==> src/rtl/shared_dff_arbiter.sv <==
// shared_dff_arbiter
//   Round-robin write arbiter placed in front of a shared W-bit Q/QB register.
//   Each request is one write. In IDLE, a winner is picked from the pending
//   requests and its lane is latched. The next edge commits the latched data
//   to q/qb and emits a one-cycle grant. The shared register is written only
//   here, so qb always equals ~q.
//
//   Ports
//     clk    : clock, posedge
//     rst    : synchronous, active-high reset
//     req    : per-requester write request, level, held until granted
//     wdata  : request data, lane i is wdata[i*W +: W]
//     gnt    : one-hot grant pulse, registered, one cycle long
//     q, qb  : shared register value and its complement
//     owner  : index of the last granted requester
//     busy   : high while a latched write is pending
//     wcount : completed-write counter, wraps 255 -> 0
module shared_dff_arbiter #(
  parameter int N = 4,
  parameter int W = 2
) (
  input  logic                 clk,
  input  logic                 rst,
  input  logic [N-1:0]         req,
  input  logic [N*W-1:0]       wdata,
  output logic [N-1:0]         gnt,
  output logic [W-1:0]         q,
  output logic [W-1:0]         qb,
  output logic [$clog2(N)-1:0] owner,
  output logic                 busy,
  output logic [7:0]           wcount
);

  localparam int IW = $clog2(N);
  localparam int unsigned NU = N;

  typedef enum logic {IDLE, WRITE} state_t;

  state_t        state;
  logic [IW-1:0] ptr;
  logic [IW-1:0] sel;
  logic [W-1:0]  dlat;

  logic [IW-1:0] idx;
  logic [IW-1:0] win;
  logic          found;
  logic [W-1:0]  win_data;
  logic [IW-1:0] sel_inc;

  // Rotating priority: scan from ptr upward, wrapping modulo N. The first
  // requester found wins.
  always_comb begin
    idx   = '0;
    win   = '0;
    found = 1'b0;
    for (int unsigned k = 0; k < NU; k++) begin
      idx = IW'((32'(ptr) + k) % NU);
      if (!found && req[idx]) begin
        found = 1'b1;
        win   = idx;
      end
    end
  end

  // Lane mux for the winner's data.
  always_comb begin
    win_data = '0;
    for (int unsigned i = 0; i < NU; i++) begin
      if (win == IW'(i)) begin
        win_data = wdata[i*W +: W];
      end
    end
  end

  // Next pointer. It wraps at N-1, which also handles N values that are not
  // a power of two.
  always_comb begin
    if (sel == IW'(N - 1)) begin
      sel_inc = '0;
    end else begin
      sel_inc = sel + 1'b1;
    end
  end

  always_ff @(posedge clk) begin
    if (rst) begin
      state  <= IDLE;
      ptr    <= '0;
      sel    <= '0;
      dlat   <= '0;
      q      <= '0;
      qb     <= '1;
      gnt    <= '0;
      owner  <= '0;
      busy   <= 1'b0;
      wcount <= '0;
    end else begin
      gnt <= '0;
      case (state)
        IDLE: begin
          if (found) begin
            sel   <= win;
            dlat  <= win_data;
            busy  <= 1'b1;
            state <= WRITE;
          end
        end
        WRITE: begin
          // The write is committed once latched. req and wdata are not
          // consulted here.
          q          <= dlat;
          qb         <= ~dlat;
          gnt[sel]   <= 1'b1;
          owner      <= sel;
          ptr        <= sel_inc;
          wcount     <= wcount + 8'd1;
          busy       <= 1'b0;
          state      <= IDLE;
        end
        default: state <= IDLE;
      endcase
    end
  end

endmodule

==> config.mk <==
export PLATFORM = sky130hd
export DESIGN_NAME = shared_dff_arbiter
export DESIGN_NICKNAME = d
export VERILOG_FILES = /design/src/rtl/shared_dff_arbiter.sv
export SDC_FILE = /design/constraint.sdc
export NUM_CORES = 1
export LEC_CHECK = 0
export CAP_MARGIN = 20
export CORE_ASPECT_RATIO = 0.8
export CORE_MARGIN = 2
export CORE_UTILIZATION = 45
export CTS_BUF_LIST = sky130_fd_sc_hd__clkbuf_16
export DETAILED_ROUTE_END_ITERATION = 6
export HOLD_SLACK_MARGIN = 0.1
export MAX_ROUTING_LAYER = met4
export PLACE_DENSITY = 0.87
export SYNTH_ARGS = -nofsm -noshare
export SYNTH_HDL_FRONTEND = slang
export SYNTH_SLANG_ARGS = --single-unit
==> constraint.sdc <==
create_clock -name clk -period 3.9 [get_ports clk]
set_input_delay 0.78 -clock clk [delete_from_list [all_inputs] [get_ports clk]]
set_output_delay 0.78 -clock clk [all_outputs]
set_load 0.03 [all_outputs]
==> metrics.txt, run 1 <==
Net Count, Synth 138; Worst-path clk slew 0.06 ns; crit path max fanout 5; drt wl/cell 13.36 um; Peak VDD IR 339.7 uV; Sink Count 26; DR DRC count 0; Post-Synthesis Cells 119; HP Class register to register; Yosys warnings 0; worst path required time 4.03 ns; setup TNS 0 ns; Vert. Die Dim 48.42 um; Seq/Total Area, Yosys 0.4690; postcts setup bufs 0; Starting DRT DRC Count 26; core area 2402 um^2; final worst path period share 0.5876; Max Root-Sink Buffers 2; fmax 0.4364 GHz; WS Path Type input port to register; final wirelength 2.364 mm; I/O Buffers 32; Final Skew 0.0008112 ns; RSZ-0062 raised after global routing no; CTS Hold Bufs 0; Setup crit end kind register; CTS buffer count 3; Max Transition Viols Final 0; Cell Area, Synth 1110 um^2; Arrival @ worst endpoint 2.42 ns; status complete, no violations; Final Setup Violations 0; largest net degree at the start of global routing 23; TritonCTS clock tree yes; FP Rows 16; drt first pass iters 4; Yosys reg bits 26; layout cell share with drive strength beyond 1 0.02667; Synth-to-Final Area Change 37.32%; first-pass GRT wire length 4.064 mm; hold_ws 0.4800 ns; PnR worst setup slack 1.609 ns; Final Hold Fails 0; Routed Antenna Nets 0; initial core utilization 0.4620; synth unique cells 24; peak per-stage delay on the critical path 0.53 ns; reg2reg setup slack 2.08 ns; die area 2882 um^2; CP startpoint kind input port; Leakage Power 0.5797 nW; final HPWL from detailed placement 1.764 mm; crit path time final 2.291 ns; CP Cell Sequence clkdlybuf4s50_1 > mux2i_1 > nor2_1 > a311oi_4 > mux2i_1 > o221ai_1; gpl congestion 0.7242; CTS root buf clkbuf_16; post-CTS sizing 0; main area contributors after synthesis dfxtp_1, mux2i_1, ha_1; PwrDens 398.0 nW/um^2; diodes inserted 0; GRT Util Overall 0.1889; Skew-Pair Late Insertion Delay 0.25 ns; global route overflow 0; Layout Nets 171; Die X 59.53 um; MaxCap Viol Count 0; Placement Setup Slack 1.333 ns; mean cell area of the mapped netlist 9.326 um^2; vias 939; Max-Slew Margin vs Limit 0.5000; via/cell ratio 5.305; initial antenna violation count 0; # IOs 33; CP max stage cell clkdlybuf4s50_1; vias in the first global route 902; most frequent CP cell mux2i_1; H-tree level count 1; Yosys top cell by area dfxtp_1; Synth top area share 0.4690; Worst Max-Slew Pin Slew 0.7477 ns
## cells in the final DEF (no fill, tap or decap)
cell             count
and2_1               4
nor3_1               1
o2bb2a_1             1
nand4_1              3
and3_1               1
nand2b_1             6
xor2_1               4
a21oi_1              9
nand2_1             10
o221ai_1             2
a211oi_1             1
xnor2_1              1
o21ai_0              7
ha_1                 5
dfxtp_1             26
nor4_1               1
mux2i_1             10
a311oi_4             1
clkbuf_16            3
nor2b_1              1
clkdlybuf4s50_1     32
nor2_1              14
inv_1                5
or3_1                2
## layout make-up
type                    instances  area (um^2)
clock buffers                   3        75.07
fillers                       199        878.3
inverters                       5        18.77
multi-input cells              84        555.5
flip-flops and latches         26        520.5
well taps                      27        33.78
repair buffers                 32        320.3
## logic make-up (layout without fill, tap and decap cells)
family | Yosys count | count (layout) | synth area share
adder cells (fa/ha/maj) | 5 | 5 | 0.05637
multiplexers | 10 | 10 | 0.09020
AO/OA/AOI/OAI | 21 | 21 | 0.1274
XOR/XNOR | 5 | 5 | 0.03946
AND/OR/NAND/NOR | 43 | 43 | 0.1872
flip-flops | 26 | 26 | 0.4690
buffers and inverters | 9 | 40 | 0.03044
## routing by layer
| layer | track usage | wire length (um) | vias to the layer above |
|---|---|---|---|
| met5 | - | 0 | - |
| met4 | 0.04444 | 43 | 0 |
| met3 | 0.06684 | 145 | 4 |
| met2 | 0.3114 | 1204 | 35 |
| met1 | 0.2189 | 971 | 433 |
| li1 | - | - | 467 |
## cells in the mapped netlist
master and instances:
o21ai_0 7, o221ai_1 2, dfxtp_1 26, and2_1 4, nand2b_1 6, inv_1 5
nor2_1 14, clkbuf_1 3, nand2_1 10, o2bb2a_1 1, a211oi_1 1, ha_1 5
or3_1 2, nor4_1 1, and3_1 1, nor3_1 1, xor2_1 4, buf_1 1
mux2i_1 10, nor2b_1 1, xnor2_1 1, nand4_1 3, a311oi_4 1, a21oi_1 9
## critical path: cells and delay by family
kind	cells	cell delay, ns
AND/OR/NAND/NOR	1	0.09
AO/OA/AOI/OAI	2	0.57
multiplexers	2	0.45
buffers and inverters	1	0.53
## report_power, final
group	total (mW)	leakage, nW	switching, mW	internal, mW
clock network	0.221	0.0370	0.0851	0.136
registers	0.296	0.212	0.0163	0.279
logic	0.0901	0.331	0.0447	0.0454
## final timing paths
kind | from | end | depth (start not counted)
worst max register to register | state$_SDFF_PP0_ | wcount[5]$_SDFFE_PP0P_ | 3
worst max-delay path | req[0] | dlat[1]$_SDFFE_PP0P_ | 6
worst min register to register | busy$_SDFFE_PP0P_ | busy$_SDFFE_PP0P_ | 2
worst min-delay path | busy$_SDFFE_PP0P_ | busy$_SDFFE_PP0P_ | 2
## flip-flops by register name (all words and copies together), names as in the netlist
register / cells
gnt: 4
owner: 2
q: 2
ptr: 2
busy: 1
qb: 2
wcount: 8
sel: 2
dlat: 2
state: 1
## stage by stage
| stage | util | instances | cell area, um^2 | power [mW] |
|---|---|---|---|---|
| floorplan | - | 119 | 1110 | 0.3523 |
| global placement | 0.6031 | 174 | 1449 | 0.3865 |
| detailed placement | 0.6031 | 174 | 1449 | 0.3923 |
| CTS | 0.6344 | 177 | 1524 | 0.6107 |
| global route | 0.6344 | 177 | 1524 | 0.6357 |
| finish | 0.6344 | 177 | 1524 | 0.6066 |
Power figures use the tool's default switching activity.
==> run 2, diff against run 1 <==
- CORE_UTILIZATION: 45 -> 41
- PLACE_DENSITY: 0.87 -> 0.84
- clock period: 3.9 -> 1.9 ns (I/O delays scaled with it)
==> metrics.txt, run 2 (synthesized netlist as in run 1, its figures left out) <==
status complete, no violations; Arrival @ worst endpoint 1.90 ns (-0.52 ns); HP Start q[0]$_SDFFE_PP0P_; via/cell ratio 4.943 (-6.8%); commonest cells after routing, fill and taps aside clkdlybuf4s50_1, dfxtp_1, nor2_1; post-route insts no fill 192 (+8.5%); Max Transition Viols Final 0 (unchanged); reg2reg setup slack 0.14 ns (-1.94 ns); CTS Hold Bufs 0 (unchanged); R2R depth 5 (+2); met2 routed WL 1.244 mm (+3.3%); Vert. Die Dim 50.54 um (+4.4%); most common cell after layout, fill and taps aside clkdlybuf4s50_1; worst path required time 2.03 ns (-2.00 ns); WS Path Type input port to register; most frequent CP cell mux2i_1; Die X 62.17 um (+4.4%); diodes inserted 0 (unchanged); vias in the first global route 930 (+3.1%); crit path time final 1.774 ns; Final Hold Fails 0 (unchanged); Leakage Power 0.6186 nW (+6.7%); setup TNS 0 ns (unchanged); drt wl/cell 12.88 um (-3.6%); gpl congestion 0.7831 (+8.1%); Routed Antenna Nets 0 (unchanged); fmax 0.5636 GHz; hold_ws 0.4906 ns (+0.01057 ns); Peak VDD IR 482.6 uV (+42%); CP max stage cell clkdlybuf4s50_1; initial core utilization 0.4435 (-0.01848); global route overflow 0 (unchanged); area of placed instances 1498 um^2 (+3.4%); CTS buffer count 3 (unchanged); DR DRC count 0 (unchanged); GRT Util Overall 0.1709 (-0.01803); TritonCTS clock tree yes; max FFs per register 8 (unchanged); Worst-path clk slew 0.06 ns (about the same); Worst Hold End q[0]$_SDFFE_PP0P_; Worst Max-Slew Pin Slew 0.4366 ns (-0.3111 ns); biggest regs wcount x8, gnt x4; CP Cell Sequence clkdlybuf4s50_1 > mux2i_1 > nor2_1 > a311oi_4 > mux2i_1 > o221ai_1; Routed met3 length 146 um (+0.69%); PwrDens 876.1 nW/um^2 (+120%); Setup crit end kind register; HP Class register to register; die area 3142 um^2 (+9.0%); core area 2502 um^2 (+4.2%); first-pass GRT wire length 4.181 mm (+2.9%); final HPWL from detailed placement 1.793 mm (+1.6%); Skew-Pair Late Insertion Delay 0.26 ns (about the same); RR Endpoint dlat[0]$_SDFFE_PP0P_; final wirelength 2.472 mm (+4.6%); final worst path period share 0.9338; I/O Buffers 32 (unchanged); design area 1603 um^2 (+5.2%); Max-Slew Margin vs Limit 0.7089 (+0.2089); DR top layer met4; crit path max fanout 5 (unchanged); RSZ-0062 raised after global routing no; Metal-1 WL 1.065 mm (+9.7%); Worst Hold Depth 2 (unchanged); Starting DRT DRC Count 23 (-12%); CTS root buf clkbuf_16; vias 949 (+1.1%); # IOs 33 (unchanged); postcts setup bufs 0 (unchanged); MaxCap Viol Count 0 (unchanged); Sink Count 26 (unchanged); peak per-stage delay on the critical path 0.44 ns (-0.09 ns); largest reg by FF count wcount; Layout Nets 176 (+2.9%); Synth-to-Final Area Change 44.42%; drt first pass iters 4 (unchanged); Final Skew 0.003027 ns (+0.002216 ns); CP startpoint kind input port; Final Setup Violations 0 (unchanged); worst reg2reg path startpoint ptr[1]$_SDFFE_PP0P_; post-CTS sizing 0 (unchanged); # placed instances 188 (+8.0%); layout cell share with drive strength beyond 1 0.06410 (+0.03744); FP Rows 16 (unchanged); initial antenna violation count 0 (unchanged); Max Root-Sink Buffers 2 (unchanged); largest net degree at the start of global routing 22 (-4.3%); H-tree level count 1 (unchanged)
==> run 2: cell count changes in the layout (fill, tap and decap cells not counted) <==
cell	previous run	this run
buf_4	0	5
bufinv_16	0	1
==> run 2: report_power, final <==
part / total [mW] / switching (mW) / internal (mW)
sequential: 0.601 / 0.0278 / 0.573
clock: 0.604 / 0.185 / 0.419
combinational: 0.199 / 0.100 / 0.0989
==> run 2: how the worst max path moves through the flow <==
stage	start	to	slack, ns	cells after the start
detailed placement	req[2]	dlat[0]$_SDFFE_PP0P_	-0.13	6
CTS	req[2]	dlat[0]$_SDFFE_PP0P_	0.13	6
global placement	req[2]	dlat[0]$_SDFFE_PP0P_	-0.02	6
global route	req[2]	dlat[0]$_SDFFE_PP0P_	0.04	6
finish	req[2]	dlat[0]$_SDFFE_PP0P_	0.13	6
floorplan	ptr[1]$_SDFFE_PP0P_	dlat[0]$_SDFFE_PP0P_	0.37	5
==> run 2: cell type report <==
cell class,instances,area [um^2]
fill,219,899.6
multi-input combinational,84,555.5
sequential,26,520.5
timing repair buffer,37,357.8
clock buffer,3,75.07
tap,36,45.04
clock inverter,1,30.03
inverter,5,18.77
==> run 2: through the flow <==
step	worst slack, ns	utilization	power (mW)
final	0.1258	0.6405	1.404
after global routing	0.04302	0.6405	1.460
after CTS	0.1322	0.6405	1.414
after detailed placement	-0.1329	0.5985	0.8107
after global placement	-0.02080	0.5985	0.8005
after floorplan	0.3671	-	0.7231
==> run 2: worst max-delay path, delay by kind of cell <==
family	cells	cell delay [ns]
compound gates	2	0.58
buf+inv	1	0.44
mux	2	0.41
simple gates	1	0.09
==> run 2: metal layers <==
| layer | vias to the layer above | global-route usage |
|---|---|---|
| li1 | 480 | - |
| met1 | 438 | 0.1997 |
| met2 | 29 | 0.3062 |
| met3 | 2 | 0.04933 |
| met4 | 0 | 0.01852 |
| met5 | - | - |
==> run 3, diff against run 2 <==
- CTS_BUF_LIST: sky130_fd_sc_hd__clkbuf_16 -> not set
- CTS_CLUSTER_SIZE: not set -> 30
==> metrics.txt, run 3 (synthesized netlist as in run 1, its figures left out) <==
status complete, no violations; H-tree level count 1 (unchanged); Worst-path clk slew 0.14 ns (+0.08 ns); gpl congestion 0.7831 (unchanged); reg2reg setup slack 0.13 ns (about the same); Buf+Inv Stages, Crit Path 1 (unchanged); RSZ-0062 raised after global routing no; global route overflow 0 (unchanged); diodes inserted 0 (unchanged); Die X 62.17 um (unchanged); largest reg by FF count wcount; GRT Util Overall 0.1620 (-0.008828); Final Hold Fails 0 (unchanged); via/cell ratio 5.010 (+1.4%); fmax 0.5460 GHz (-3.1%); Vert. Die Dim 50.54 um (unchanged); most common cell after layout, fill and taps aside clkdlybuf4s50_1; Leakage Power 0.6142 nW (-0.72%); Setup crit end kind primary output; design area 1553 um^2 (-3.1%); I/O Buffers 32 (unchanged); internal power 0.8858 mW (-19%); post-CTS sizing 0 (unchanged); biggest regs wcount x8, gnt x4; Layout Nets 176 (unchanged); worst path required time 1.52 ns (-0.51 ns); MaxCap Viol Count 0 (unchanged); WS Path Type register to primary output; final worst path period share 0.9639 (+0.03014); initial antenna violation count 0 (unchanged); CP max stage cell clkdlybuf4s50_1; Worst Max-Slew Pin Slew 0.4277 ns (-0.008934 ns); final wirelength 2.361 mm (-4.5%); peak per-stage delay on the critical path 0.70 ns (+0.26 ns); Skew-Pair Late Insertion Delay 0.32 ns (+0.06 ns); CP Cell Sequence clkdlybuf4s50_1; Final Setup Violations 0 (unchanged); FP Rows 16 (unchanged); initial core utilization 0.4435 (unchanged); Tot Pwr 1.177 mW (-16%); DR DRC count 0 (unchanged); Sink Count 26 (unchanged); # IOs 33 (unchanged); fin util 0.6205 (-0.02000); PwrDens 757.9 nW/um^2 (-13%); largest net degree at the start of global routing 22 (unchanged); layout cell share with drive strength beyond 1 0.06410 (unchanged); Final Skew 0.01039 ns (+0.007360 ns); drt first pass iters 5 (+1); CTS buffer count 3 (unchanged); Top delay family on crit path buffers and inverters; die area 3142 um^2 (unchanged); core area 2502 um^2 (unchanged); Peak VDD IR 566.4 uV (+17%); max FFs per register 8 (unchanged); Placement Setup Slack -0.1329 ns (unchanged); drt wl/cell 12.30 um (-4.5%); hold_ws 0.4862 ns (-0.004402 ns); Max Transition Viols Final 0 (unchanged); Max-Slew Margin vs Limit 0.7149 (+0.005956); first-pass GRT wire length 3.995 mm (-4.4%); TritonCTS clock tree yes; crit path max fanout 4 (-1); postcts setup bufs 0 (unchanged); grt met1 use 0.1879 (-0.01178); Arrival @ worst endpoint 1.45 ns (-0.45 ns); CTS root buf clkbuf_4; GRT busiest layer met2; combinational share of power 0.168 (+0.026); Routed Antenna Nets 0 (unchanged); crit path time final 1.831 ns (+0.05726 ns); PnR worst setup slack 0.06852 ns (-0.05726 ns); HP Class register to register; Synth-to-Final Area Change 39.91%; global routing met3 resource utilization 0.04933 (unchanged); Sequential Power Share 0.511 (+0.083); area of placed instances 1498 um^2 (unchanged); Starting DRT DRC Count 23 (unchanged); CP startpoint kind register; final HPWL from detailed placement 1.793 mm (unchanged); vias in the first global route 909 (-2.3%); Max Root-Sink Buffers 2 (unchanged); commonest cells after routing, fill and taps aside clkdlybuf4s50_1, dfxtp_1, nor2_1; Net Sw Power 0.2910 mW (-7.1%); CTS Hold Bufs 0 (unchanged); met2 Use GR 0.2899 (-0.01630); clock share of power 0.321 (-0.109); Sw Ratio 0.2473 (+0.02430); vias 962 (+1.4%)
-- run 3: changes by cell type in the layout (fill, tap and decap cells not counted) --
cell and delta:
clkbuf_16 -3, dlymetal6s2s_1 +1, clkdlybuf4s50_1 -1, clkbuf_4 +3
-- run 3: area by class of cell --
| class | instances | area, um^2 |
|---|---|---|
| Tap cell | 36 | 45.04 |
| Multi-Input combinational cell | 84 | 555.5 |
| Timing Repair Buffer | 37 | 360.3 |
| Clock buffer | 3 | 22.52 |
| Sequential cell | 26 | 520.5 |
| Inverter | 5 | 18.77 |
| Fill cell | 225 | 949.7 |
| Clock inverter | 1 | 30.03 |
-- run 3: power groups by stage --
| stage | sequential, mW | combinational [mW] | clock [mW] |
|---|---|---|---|
| floorplan | 0.631 | 0.0918 | 0 |
| global placement | 0.610 | 0.190 | 0 |
| detailed placement | 0.612 | 0.198 | 0 |
| CTS | 0.601 | 0.199 | 0.388 |
| global route | 0.605 | 0.216 | 0.408 |
| finish | 0.601 | 0.198 | 0.378 |
-- run 3: final timing paths --
check	from	endpoint	cells after the start
worst max register to register	ptr[1]$_SDFFE_PP0P_	dlat[0]$_SDFFE_PP0P_	5
worst min-delay path	busy$_SDFFE_PP0P_	busy$_SDFFE_PP0P_	2
worst min register to register	busy$_SDFFE_PP0P_	busy$_SDFFE_PP0P_	2
worst max-delay path	wcount[0]$_SDFFE_PP0P_	wcount[0]	1
-- run 3: per-layer routing --
layer  vias up  wire length, um  share of wire
met4         0               15         0.0064
met2        35             1192           0.50
li1        482                -              -
met5         -                0              0
met1       443              990           0.42
met3         2              163          0.069
-- run 3: per-stage QoR --
stage               std cells   TNS, ns
finish                    192         0
global route              192         0
CTS                       192         0
detailed placement        188   -0.2651
global placement          188  -0.03725
floorplan                 119         0
